`config.mk`:
```
export PLATFORM = sky130hd
export DESIGN_NAME = hpdmc_dqbus_flat
export DESIGN_NICKNAME = d
export VERILOG_FILES = /design/src/rtl/hpdmc_dqbus_if.sv /design/src/rtl/hpdmc_dqbus.sv /design/src/flat_wrapper.sv
export SDC_FILE = /design/constraint.sdc
export NUM_CORES = 1
export LEC_CHECK = 0
export BUFFER_PORTS_ARGS = -buffer_cell sky130_fd_sc_hd__buf_4
export CAP_MARGIN = 20
export CORE_MARGIN = 2
export CORE_UTILIZATION = 25
export CTS_BUF_LIST = sky130_fd_sc_hd__clkbuf_4 sky130_fd_sc_hd__clkbuf_8
export CTS_CLUSTER_SIZE = 20
export DETAILED_ROUTE_END_ITERATION = 10
export PLACE_DENSITY = 0.58
export SLEW_MARGIN = 15
export SYNTH_ARGS = -nofsm -noshare
export SYNTH_HDL_FRONTEND = slang
export SYNTH_SLANG_ARGS = --single-unit
```
`constraint.sdc`:
```
create_clock -name sys_clk -period 2.28 [get_ports sys_clk]
set_clock_uncertainty 0.2 [all_clocks]
set_input_delay 0.456 -clock sys_clk [delete_from_list [all_inputs] [get_ports sys_clk]]
set_output_delay 0.456 -clock sys_clk [all_outputs]
set_load 0.05 [all_outputs]
```
`src/rtl/hpdmc_dqbus_if.sv`:
```
// Host-side interface of the HPDMC DQ/DM datapath: write beats, read issue/return and busy.
// The master is the controller; the slave is hpdmc_dqbus.
interface hpdmc_dqbus_if #(
    parameter int DW = 16
);
    logic            wr_valid;
    logic            wr_ready;
    logic [DW-1:0]   wr_data;
    logic [DW/8-1:0] wr_be;
    logic            rd_issue;
    logic [DW-1:0]   rd_data;
    logic            rd_valid;
    logic            busy;

    modport master (
        output wr_valid, wr_data, wr_be, rd_issue,
        input  wr_ready, rd_data, rd_valid, busy
    );

    modport slave (
        input  wr_valid, wr_data, wr_be, rd_issue,
        output wr_ready, rd_data, rd_valid, busy
    );
endinterface

```
`src/rtl/hpdmc_dqbus.sv`:
```
// Registered SDRAM DQ/DM front-end: drives write beats onto the pads, captures read beats
// after CL cycles and holds off writes for TURN idle cycles once the read pipeline drains.
module hpdmc_dqbus #(
    parameter int DW   = 16,
    parameter int CL   = 2,
    parameter int TURN = 1
) (
    input  logic            sys_clk,
    input  logic            sys_rst_n,
    hpdmc_dqbus_if.slave    bus,
    input  logic [DW-1:0]   dq_i,
    output logic [DW-1:0]   dq_o,
    output logic [DW-1:0]   dq_t,
    output logic [DW/8-1:0] dm_o
);
    localparam int          BW     = DW / 8;
    localparam logic [2:0]  TURN_L = 3'(TURN);

    typedef enum logic [1:0] {
        S_IDLE,
        S_DRIVE,
        S_READ,
        S_TURN
    } state_t;

    state_t          state_q, state_d;
    logic [CL-1:0]   pipe_q, pipe_d;
    logic [2:0]      cnt_q, cnt_d;
    logic [DW-1:0]   dq_o_q, dq_o_d;
    logic [DW-1:0]   dq_t_q, dq_t_d;
    logic [BW-1:0]   dm_o_q, dm_o_d;
    logic [DW-1:0]   rd_data_q, rd_data_d;
    logic            rd_valid_q, rd_valid_d;
    logic            wr_ready;
    logic            accept;

    // A read issued this cycle wins over a write, so the bus is never driven into a pending read.
    assign wr_ready = ((state_q == S_IDLE) || (state_q == S_DRIVE)) &&
                      (pipe_q == '0) && (cnt_q == 3'd0) && !bus.rd_issue;
    assign accept   = bus.wr_valid && wr_ready;

    always_comb begin
        pipe_d    = '0;
        pipe_d[0] = bus.rd_issue;
        for (int i = 1; i < CL; i++) begin
            pipe_d[i] = pipe_q[i-1];
        end

        dq_o_d     = accept ? bus.wr_data : dq_o_q;
        dq_t_d     = accept ? '0 : '1;
        dm_o_d     = accept ? ~bus.wr_be : '1;
        rd_valid_d = pipe_q[CL-1];
        rd_data_d  = pipe_q[CL-1] ? dq_i : rd_data_q;

        state_d = state_q;
        cnt_d   = cnt_q;
        if (pipe_d != '0) begin
            state_d = S_READ;
            cnt_d   = 3'd0;
        end else if (pipe_q != '0) begin
            // Pipeline just drained: start the read-to-write turnaround.
            cnt_d   = TURN_L;
            state_d = (TURN_L == 3'd0) ? S_IDLE : S_TURN;
        end else if (cnt_q != 3'd0) begin
            cnt_d   = cnt_q - 3'd1;
            state_d = (cnt_q == 3'd1) ? S_IDLE : S_TURN;
        end else begin
            state_d = accept ? S_DRIVE : S_IDLE;
        end
    end

    always_ff @(posedge sys_clk or negedge sys_rst_n) begin
        if (!sys_rst_n) begin
            state_q    <= S_IDLE;
            pipe_q     <= '0;
            cnt_q      <= 3'd0;
            dq_o_q     <= '0;
            dq_t_q     <= '1;
            dm_o_q     <= '1;
            rd_data_q  <= '0;
            rd_valid_q <= 1'b0;
        end else begin
            state_q    <= state_d;
            pipe_q     <= pipe_d;
            cnt_q      <= cnt_d;
            dq_o_q     <= dq_o_d;
            dq_t_q     <= dq_t_d;
            dm_o_q     <= dm_o_d;
            rd_data_q  <= rd_data_d;
            rd_valid_q <= rd_valid_d;
        end
    end

    assign dq_o         = dq_o_q;
    assign dq_t         = dq_t_q;
    assign dm_o         = dm_o_q;
    assign bus.wr_ready = wr_ready;
    assign bus.rd_data  = rd_data_q;
    assign bus.rd_valid = rd_valid_q;
    assign bus.busy     = (pipe_q != '0) || (cnt_q != 3'd0) || !(&dq_t_q);
endmodule

```
`src/flat_wrapper.sv`:
```
// flat-port wrapper written by rule: the top's interface ports become plain ports
module hpdmc_dqbus_flat 
#(
    parameter int DW   = 16,
    parameter int CL   = 2,
    parameter int TURN = 1
)
  (sys_clk, sys_rst_n, dq_i, dq_o, dq_t, dm_o, bus_wr_valid, bus_wr_data, bus_wr_be, bus_rd_issue, bus_wr_ready, bus_rd_data, bus_rd_valid, bus_busy);
  hpdmc_dqbus_if #(.DW(DW)) bus_i ();
  input  logic sys_clk;
  input  logic sys_rst_n;
  input  logic [DW-1:0] dq_i;
  output logic [DW-1:0] dq_o;
  output logic [DW-1:0] dq_t;
  output logic [DW/8-1:0] dm_o;
  input wire logic [$bits(bus_i.wr_valid)-1:0] bus_wr_valid;
  input wire logic [$bits(bus_i.wr_data)-1:0] bus_wr_data;
  input wire logic [$bits(bus_i.wr_be)-1:0] bus_wr_be;
  input wire logic [$bits(bus_i.rd_issue)-1:0] bus_rd_issue;
  output wire logic [$bits(bus_i.wr_ready)-1:0] bus_wr_ready;
  output wire logic [$bits(bus_i.rd_data)-1:0] bus_rd_data;
  output wire logic [$bits(bus_i.rd_valid)-1:0] bus_rd_valid;
  output wire logic [$bits(bus_i.busy)-1:0] bus_busy;
  assign bus_i.wr_valid = bus_wr_valid;
  assign bus_i.wr_data = bus_wr_data;
  assign bus_i.wr_be = bus_wr_be;
  assign bus_i.rd_issue = bus_rd_issue;
  assign bus_wr_ready = bus_i.wr_ready;
  assign bus_rd_data = bus_i.rd_data;
  assign bus_rd_valid = bus_i.rd_valid;
  assign bus_busy = bus_i.busy;
  hpdmc_dqbus #(.DW(DW), .CL(CL), .TURN(TURN)) u_core (.sys_clk(sys_clk), .sys_rst_n(sys_rst_n), .bus(bus_i), .dq_i(dq_i), .dq_o(dq_o), .dq_t(dq_t), .dm_o(dm_o));
endmodule
```
Word level (Yosys, flattened, before mapping)

Cells that the tools add are included.

Reductions and logical operators: 17
$mul: 0
Equality and inequality tests: 2
Bitwise gates (word level): 1
$add $sub $neg: 1
Multiplexer cells: 10
Shift operators: 0
Divide/modulo/power cells: 0
Order comparisons: 0

Operators by type and width:

| operator                                             | number |
|---|---|
| 2-to-1 mux 16 bit                                    | 1 |
| AND reduction 16 bit                                 | 1 |
| 2-to-1 mux 2 bit                                     | 5 |
| 2-to-1 mux 3 bit                                     | 3 |
| nonzero test 3 bit                                   | 2 |
| logical AND 1 bit                                    | 4 |
| logical NOT 2 bit                                    | 2 |
| nonzero test 2 bit                                   | 2 |
| equality test 3 x 1 -> 1 bit (second input constant) | 1 |
| logical NOT 3 bit                                    | 1 |
| logical OR 1 bit                                     | 3 |
| subtractor 3 x 1 -> 3 bit (second input constant)    | 1 |
| equality test 2 x 1 -> 1 bit (second input constant) | 1 |
| logical NOT 1 bit                                    | 2 |
| inverter 2 bit                                       | 1 |
| 2-to-1 mux 1 bit                                     | 1 |

ROM bits: 0
Register bits after elaboration: 58
Input port bits: 38
Memories kept: 0
Logic and storage cells: 39
Memory bits (writable): 0
Bits in latches: 0

Longest topological paths before layout

Gate-level depths: netlist of run 1.

Depth after elaboration: 10
Mapped depth: 8
Depth with buffers taken out: 6

Worst setup path after synthesis of run 1

OpenSTA, ideal clock, no wires.

Path type: register to output
From: reg u_core.cnt_q[0]
To: out bus_wr_ready
Stages on the path, launching flop included: 8
Required time: 1,624 ps
Path buffers: 1
Slack: -46 ps
Arrival time: 1,670 ps
Cells stage by stage: dfrtp_1 -> inv_1 -> ha_1 -> ha_1 -> buf_6 -> nor2b_4 -> nand2_1 -> nor2_1

Word-level cells in the longest chain between the ends: 3

RTL lines:

| element                        | RTL line           | text |
|---|---|---|
| from (decl)                    | hpdmc_dqbus.sv:28  | `logic [2:0] cnt_q, cnt_d;` |
| from (signal assigned)         | hpdmc_dqbus.sv:85  | `cnt_q <= cnt_d;` |
| logical NOT 3 bit              | hpdmc_dqbus.sv:39  | `(pipe_q == '0) && (cnt_q == 3'd0) && !bus.rd_issue;` |
| logical AND 1 bit (2 in a row) | hpdmc_dqbus.sv:39  |  |
| to (decl)                      | flat_wrapper.sv:20 | `output wire logic [$bits(bus_i.wr_ready)-1:0] bus_wr_ready;` |

No other way between the ends.

Final worst setup path of run 1

From: reg u_core.cnt_q[1]
To: out bus_wr_ready

Same word-level chain as after synthesis.

==> run summary, run 1 <==
outcome - complete, no violations
Worst setup EP type - output pin
die area - 7676 sq um
first-pass GRT wire length - 5.575 mm
setup slack on the worst flop-to-flop path - 0.17 ns
crit path DAT - 1.52 ns
hold_ws - 0.07278 ns
Static Leak - 0.001253 uW
Layout area overhead - 48.82%
Net Count, Synth - 160
Clk pin slew, worst setup/hold paths - 0.08 ns
Yosys reg bits - 42
period utilisation layout - 95.48%
core area - 6794 sq um
CTS tree - yes
Yosys top cell area share - 55.83%
warnings from Yosys - 0
port bufs - 90
crit path time final - 2.177 ns
total CTS buffers - 5
RD Place Congestion - 0.7372
Fmax - 459.4 MHz
pin count of the biggest net entering global routing - 43
Routed WL - 3.425 mm
worst-path fanout max - 3
GRT overflow - 0
commonest cells in the netlist - 39 x dfrtp_1, 29 x mux2_2, 15 x buf_4
ANT cells - 0
peak supply drop - 228.6 uV
DRC viols - 0
final hold vios - 0
largest cells by area after synthesis - dfrtp_1 56%, mux2_2 19%, buf_4 6.4%
Hold Crit Start - bus_wr_be[1]
fin nets - 242
Worst R2R Start - u_core.cnt_q[1]
worst setup margin - 0.1031 ns
Syn Inst Count - 119
initial antenna violation count - 0
share of layout cells above drive strength 1 - 70.79%
Yosys cell types - 19
Synth Area per Inst - 14.69 sq um
vias after detailed routing - 1173
Max clock buf depth - 2
crit path from - u_core.cnt_q[1]
clock latency on the worst-skew pair - 0.29 ns
vias in the first global route - 1166
Die X - 87.62 um
relative max-transition margin - 64.83%
Post-Route Utilization - 38.29%
Data required, critical path - 1.62 ns
drt first-iter violations - 17
Cell Pwr Density - 802.3 nW/um^2
Rows - 30
Max Slew Vio Count - 0
Max Cap Violations - 0
worst slack, placed - 0.1943 ns
crit start category - flip-flop
Synth async-reset ratio - 100.0%
drt wl/cell - 11.49 um
Initial Util - 25.73%
Detail Route Antenna Nets - 0
setup TNS - 0 ns
RSZ-0062 raised after global routing - false
DPL Wire Length - 2.503 mm
H-tree depth - 2
Final setup viols - 0
CTS Root Cell - clkbuf_8
Cell Area, Synth - 1748 sq um
die height - 87.62 um
Ports - 91
Hold Crit Class - input port to flip-flop
worst-margin pin slew - 0.5276 ns
Crit Path Category - flip-flop to output pin
Final Power - 2087 uW
post-synth top area cell - dfrtp_1
most frequent cell after synthesis - dfrtp_1
Seq/Total Area, Yosys - 60.34%
Post-synth EDFFs - 0
GRT Overall Usage - 9.513%
top_reg_cell synth - dfrtp_1
clock sink total - 42
first-pass detailed-route iteration total - 2
drt via density - 3.936
==> where the power goes <==
| part | switching, uW | internal, uW | leakage [uW] |
|---|---|---|---|
| Clock | 255 | 467 | 0.0000714 |
| Sequential | 35.3 | 812 | 0.000520 |
| Combinational | 322 | 197 | 0.000661 |
==> layer usage <==
layer	up-vias	track usage (%)	wire (um)
li1	547	-	-
met1	570	11.28	1356
met2	50	15.56	1741
met3	6	3.959	279
met4	0	3.357	47
met5	-	0	0
==> layout make-up <==
type                       count  area (sq um)
clock inverter                 2         60.06
inverter                       4         15.01
tap                           96         120.1
clock buffer                   6         82.58
fill                         638          4193
sequential                    42          1055
multi-input combinational     53         549.3
timing repair buffer          95         719.4
==> layout by cell type (no fill, tap or decap) <==
master,count
mux2_2,29
xnor2_1,1
nand2_1,3
nor2_2,1
inv_2,1
clkbuf_8,6
or4_1,1
mux2_4,3
a21oi_1,3
buf_6,1
nor2_1,3
dfstp_2,3
bufinv_16,2
inv_1,3
ha_4,2
nor2b_4,1
nor4_1,2
buf_4,93
nand3b_1,1
and4b_4,1
dfrtp_1,39
ha_1,1
dlygate4sd3_1,1
o21a_1,1
==> state kept, by name, indices dropped and copies added, names as in the netlist <==
register / cells
u_core.pipe_q: 2
u_core.state_q: 1
u_core.bus.rd_data: 16
u_core.bus.rd_valid: 1
u_core.cnt_q: 3
u_core.dq_t: 1
u_core.dq_o: 16
u_core.dm_o: 2
==> cells by family (layout without fill, tap and decap cells) <==
group / after synthesis / in the layout / share of synthesized area, %
flip-flops: 42 / 42 / 60.34
AND/OR/NAND/NOR: 13 / 13 / 4.652
adder cells (fa/ha/maj): 3 / 3 / 2.148
XOR/XNOR: 1 / 1 / 0.5012
buffers and inverters: 24 / 107 / 9.806
multiplexers: 32 / 32 / 21.26
AO/OA/AOI/OAI: 4 / 4 / 1.288
==> stage by stage <==
step | instance area, sq um | std cells
finish | 2601 | 298
global route | 2601 | 298
CTS | 2557 | 296
detailed placement | 2405 | 287
global placement | 2405 | 287
floorplan | 1750 | 119
==> worst paths after layout <==
kind | to | cells past startpoint
hold / removal | u_core.dm_o[1] | 2
min in group asynchronous | u_core.cnt_q[0] | 2
max in group asynchronous | u_core.dq_t[14] | 2
setup / recovery | bus_wr_ready | 7
setup reg to reg | u_core.dq_o[8] | 7
hold reg to reg | u_core.pipe_q[1] | 0
==> critical path: stages (launching register included) <==
cell	delay, ns
dfrtp_1	0.39
inv_2	0.09
ha_4	0.14
ha_4	0.12
nor2b_4	0.14
nand2_1	0.07
nor2_2	0.12
buf_6	0.16
==> repair_timing <==
action | CTS | global route
buffers inserted | 0 | 2
endpoints found under the setup margin | 0 | 2
endpoints found under the hold margin | 39 | 0
gates resized for setup | 0 | 6
hold buffers | 1 | 0
No activity file was read; power rests on OpenSTA's default activity.
==> run 2: changes to the inputs <==
==> constraint.sdc (replaced) <==
create_clock -name sys_clk -period 2.1 [get_ports sys_clk]
set_clock_uncertainty 0.2 [all_clocks]
set_input_delay 0.42 -clock sys_clk [delete_from_list [all_inputs] [get_ports sys_clk]]
set_output_delay 0.42 -clock sys_clk [all_outputs]
set_load 0.05 [all_outputs]
==> run summary, run 2 (synthesized netlist as in run 1, its figures left out) <==
fin nets - 245 (+1.2%)
clock sink total - 42 (unchanged)
crit start category - flip-flop
total CTS buffers - 5 (unchanged)
Max clock buf depth - 2 (unchanged)
relative max-transition margin - 64.96% (+0.13 points)
Max Slew Vio Count - 0 (unchanged)
Clk pin slew, worst setup/hold paths - 0.08 ns (about the same)
Final Power - 2156 uW (+3.3%)
final hold vios - 0 (unchanged)
RD Place Congestion - 0.7180 (-2.6%)
Fmax - 477.6 MHz
pin count of the biggest net entering global routing - 43 (unchanged)
Crit Path Category - flip-flop to output pin
die area - 7676 sq um (unchanged)
FF-to-FF End - u_core.dq_o[1]
RSZ-0062 raised after global routing - true
worst-path fanout max - 3 (unchanged)
peak supply drop - 249.3 uV (+9.0%)
vias in the first global route - 1143 (-2.0%)
Hold Crit Start - bus_wr_be[1]
CTS Root Cell - clkbuf_8
die height - 87.62 um (unchanged)
share of layout cells above drive strength 1 - 72.20% (+1.4 points)
vias after detailed routing - 1182 (+0.77%)
Hold Crit Class - input port to flip-flop
crit path DAT - 1.47 ns (-0.05 ns)
cell area after layout - 2620 sq um (+0.72%)
crit path time final - 2.094 ns
dpl cell area - 2420 sq um (+0.62%)
Cell Pwr Density - 822.9 nW/um^2 (+2.6%)
drt via density - 3.927 (-0.24%)
GRT Overall Usage - 9.525% (+0.012 points)
ANT cells - 0 (unchanged)
Post-Route Utilization - 38.56% (+0.28 points)
Ports - 91 (unchanged)
core area - 6794 sq um (unchanged)
setup slack on the worst flop-to-flop path - 0.12 ns (-0.05 ns)
commonest non-fill, non-tap cell in the layout - buf_4
DPL Wire Length - 2.552 mm (+2.0%)
clock latency on the worst-skew pair - 0.29 ns (about the same)
CTS tree - yes
hold_ws - 0.04007 ns (-0.03271 ns)
worst-margin pin slew - 0.5256 ns (-0.001974 ns)
number of cells on the worst hold path - 2 (unchanged)
Initial Util - 25.73% (unchanged)
Hold Path End - u_core.dm_o[1]
drt first-iter violations - 16 (-1)
port bufs - 90 (unchanged)
Final setup viols - 0 (unchanged)
Data required, critical path - 1.48 ns (-0.14 ns)
Die X - 87.62 um (unchanged)
H-tree depth - 2 (unchanged)
Rows - 30 (unchanged)
Detail Route Antenna Nets - 0 (unchanged)
outcome - complete, no violations
Layout area overhead - 49.89%
first-pass GRT wire length - 5.575 mm (unchanged)
commonest cells after routing, fill and taps aside - 94 x buf_4, 39 x dfrtp_1, 29 x mux2_2
Static Leak - 0.001262 uW (+0.74%)
drt wl/cell - 11.56 um (+0.62%)
Placed Cells incl. Taps - 289 (+0.70%)
Worst R2R Start - u_core.cnt_q[0]
first-pass detailed-route iteration total - 2 (unchanged)
period utilisation layout - 99.71%
Routed WL - 3.481 mm (+1.6%)
Reg2Reg Depth - 7 (unchanged)
Worst setup EP type - output pin
GRT overflow - 0 (unchanged)
DRC viols - 0 (unchanged)
Max Cap Violations - 0 (unchanged)
Final Non-Filler Cells - 301 (+1.0%)
initial antenna violation count - 0 (unchanged)
[run 2: cell count changes in the layout (fill, tap and decap cells not counted)]
cell / before / now
clkbuf_4: 0 / 1
buf_4: 93 / 94
buf_6: 1 / 2
nand2_1: 3 / 2
bufinv_16: 2 / 1
buf_12: 0 / 1
inv_2: 1 / 2
nand2_2: 0 / 1
inv_1: 3 / 2
[run 2: worst max-delay path by stage]
stage	start	to	depth (start not counted)
5_1_grt	u_core.cnt_q[1]	bus_wr_ready	7
3_3_place_gp	u_core.cnt_q[1]	u_core.dq_o[4]	6
3_5_place_dp	u_core.cnt_q[1]	u_core.dq_o[1]	6
2_1_floorplan	u_core.cnt_q[0]	bus_wr_ready	7
4_1_cts	u_core.cnt_q[0]	bus_wr_ready	7
6_report	u_core.cnt_q[0]	bus_wr_ready	7
[run 2: per-layer routing]
layer | vias to the layer above | track usage [%] | routed length (um)
met5 | - | 0 | 0
met4 | 0 | 3.776 | 54
met3 | 6 | 3.393 | 264
met2 | 50 | 15.50 | 1693
met1 | 569 | 11.55 | 1468
li1 | 557 | - | -
[run 2: cell type report]
type	instances	area [sq um]
repair buffers	98	758.2
inverters	4	15.01
well taps	96	120.1
flip-flops and latches	42	1055
multi-input cells	53	551.8
clock buffers	7	90.09
clock inverters	1	30.03
fillers	666	4174
[run 2: where the power goes]
part           switching (uW)  leakage, uW  total [uW]  internal [uW]
sequential               40.2     0.000520         922            881
combinational             350     0.000680         565            215
clock                     269    0.0000619         670            401
total                     659      0.00126        2160           1500
[run 2: worst max-delay path, stage by stage, from the launching register on]
cell     delay [ns]
dfrtp_1        0.40
inv_2          0.07
ha_4           0.13
ha_4           0.12
nor2b_4        0.16
nand2_2        0.06
nor2_2         0.08
buf_6          0.16
[run 2: per-stage QoR]
| stage | setup WS [ns] | setup TNS (ns) |
|---|---|---|
| after global placement | 0.07563 | 0 |
| final | 0.006085 | 0 |
| after CTS | -0.04001 | -0.04001 |
| after detailed placement | 0.02311 | 0 |
| after global routing | -0.06948 | -0.1124 |
| after floorplan | 0.02862 | 0 |
[run 2: repair_timing]
| item | in CTS | in global routing |
|---|---|---|
| hold buffers | 1 | 0 |
| pin swaps | 2 | 2 |
| gates resized for setup | 7 | 2 |
| setup endpoints to repair | 15 | 13 |
| buffers inserted | 1 | 2 |
| hold endpoints to repair | 39 | 0 |
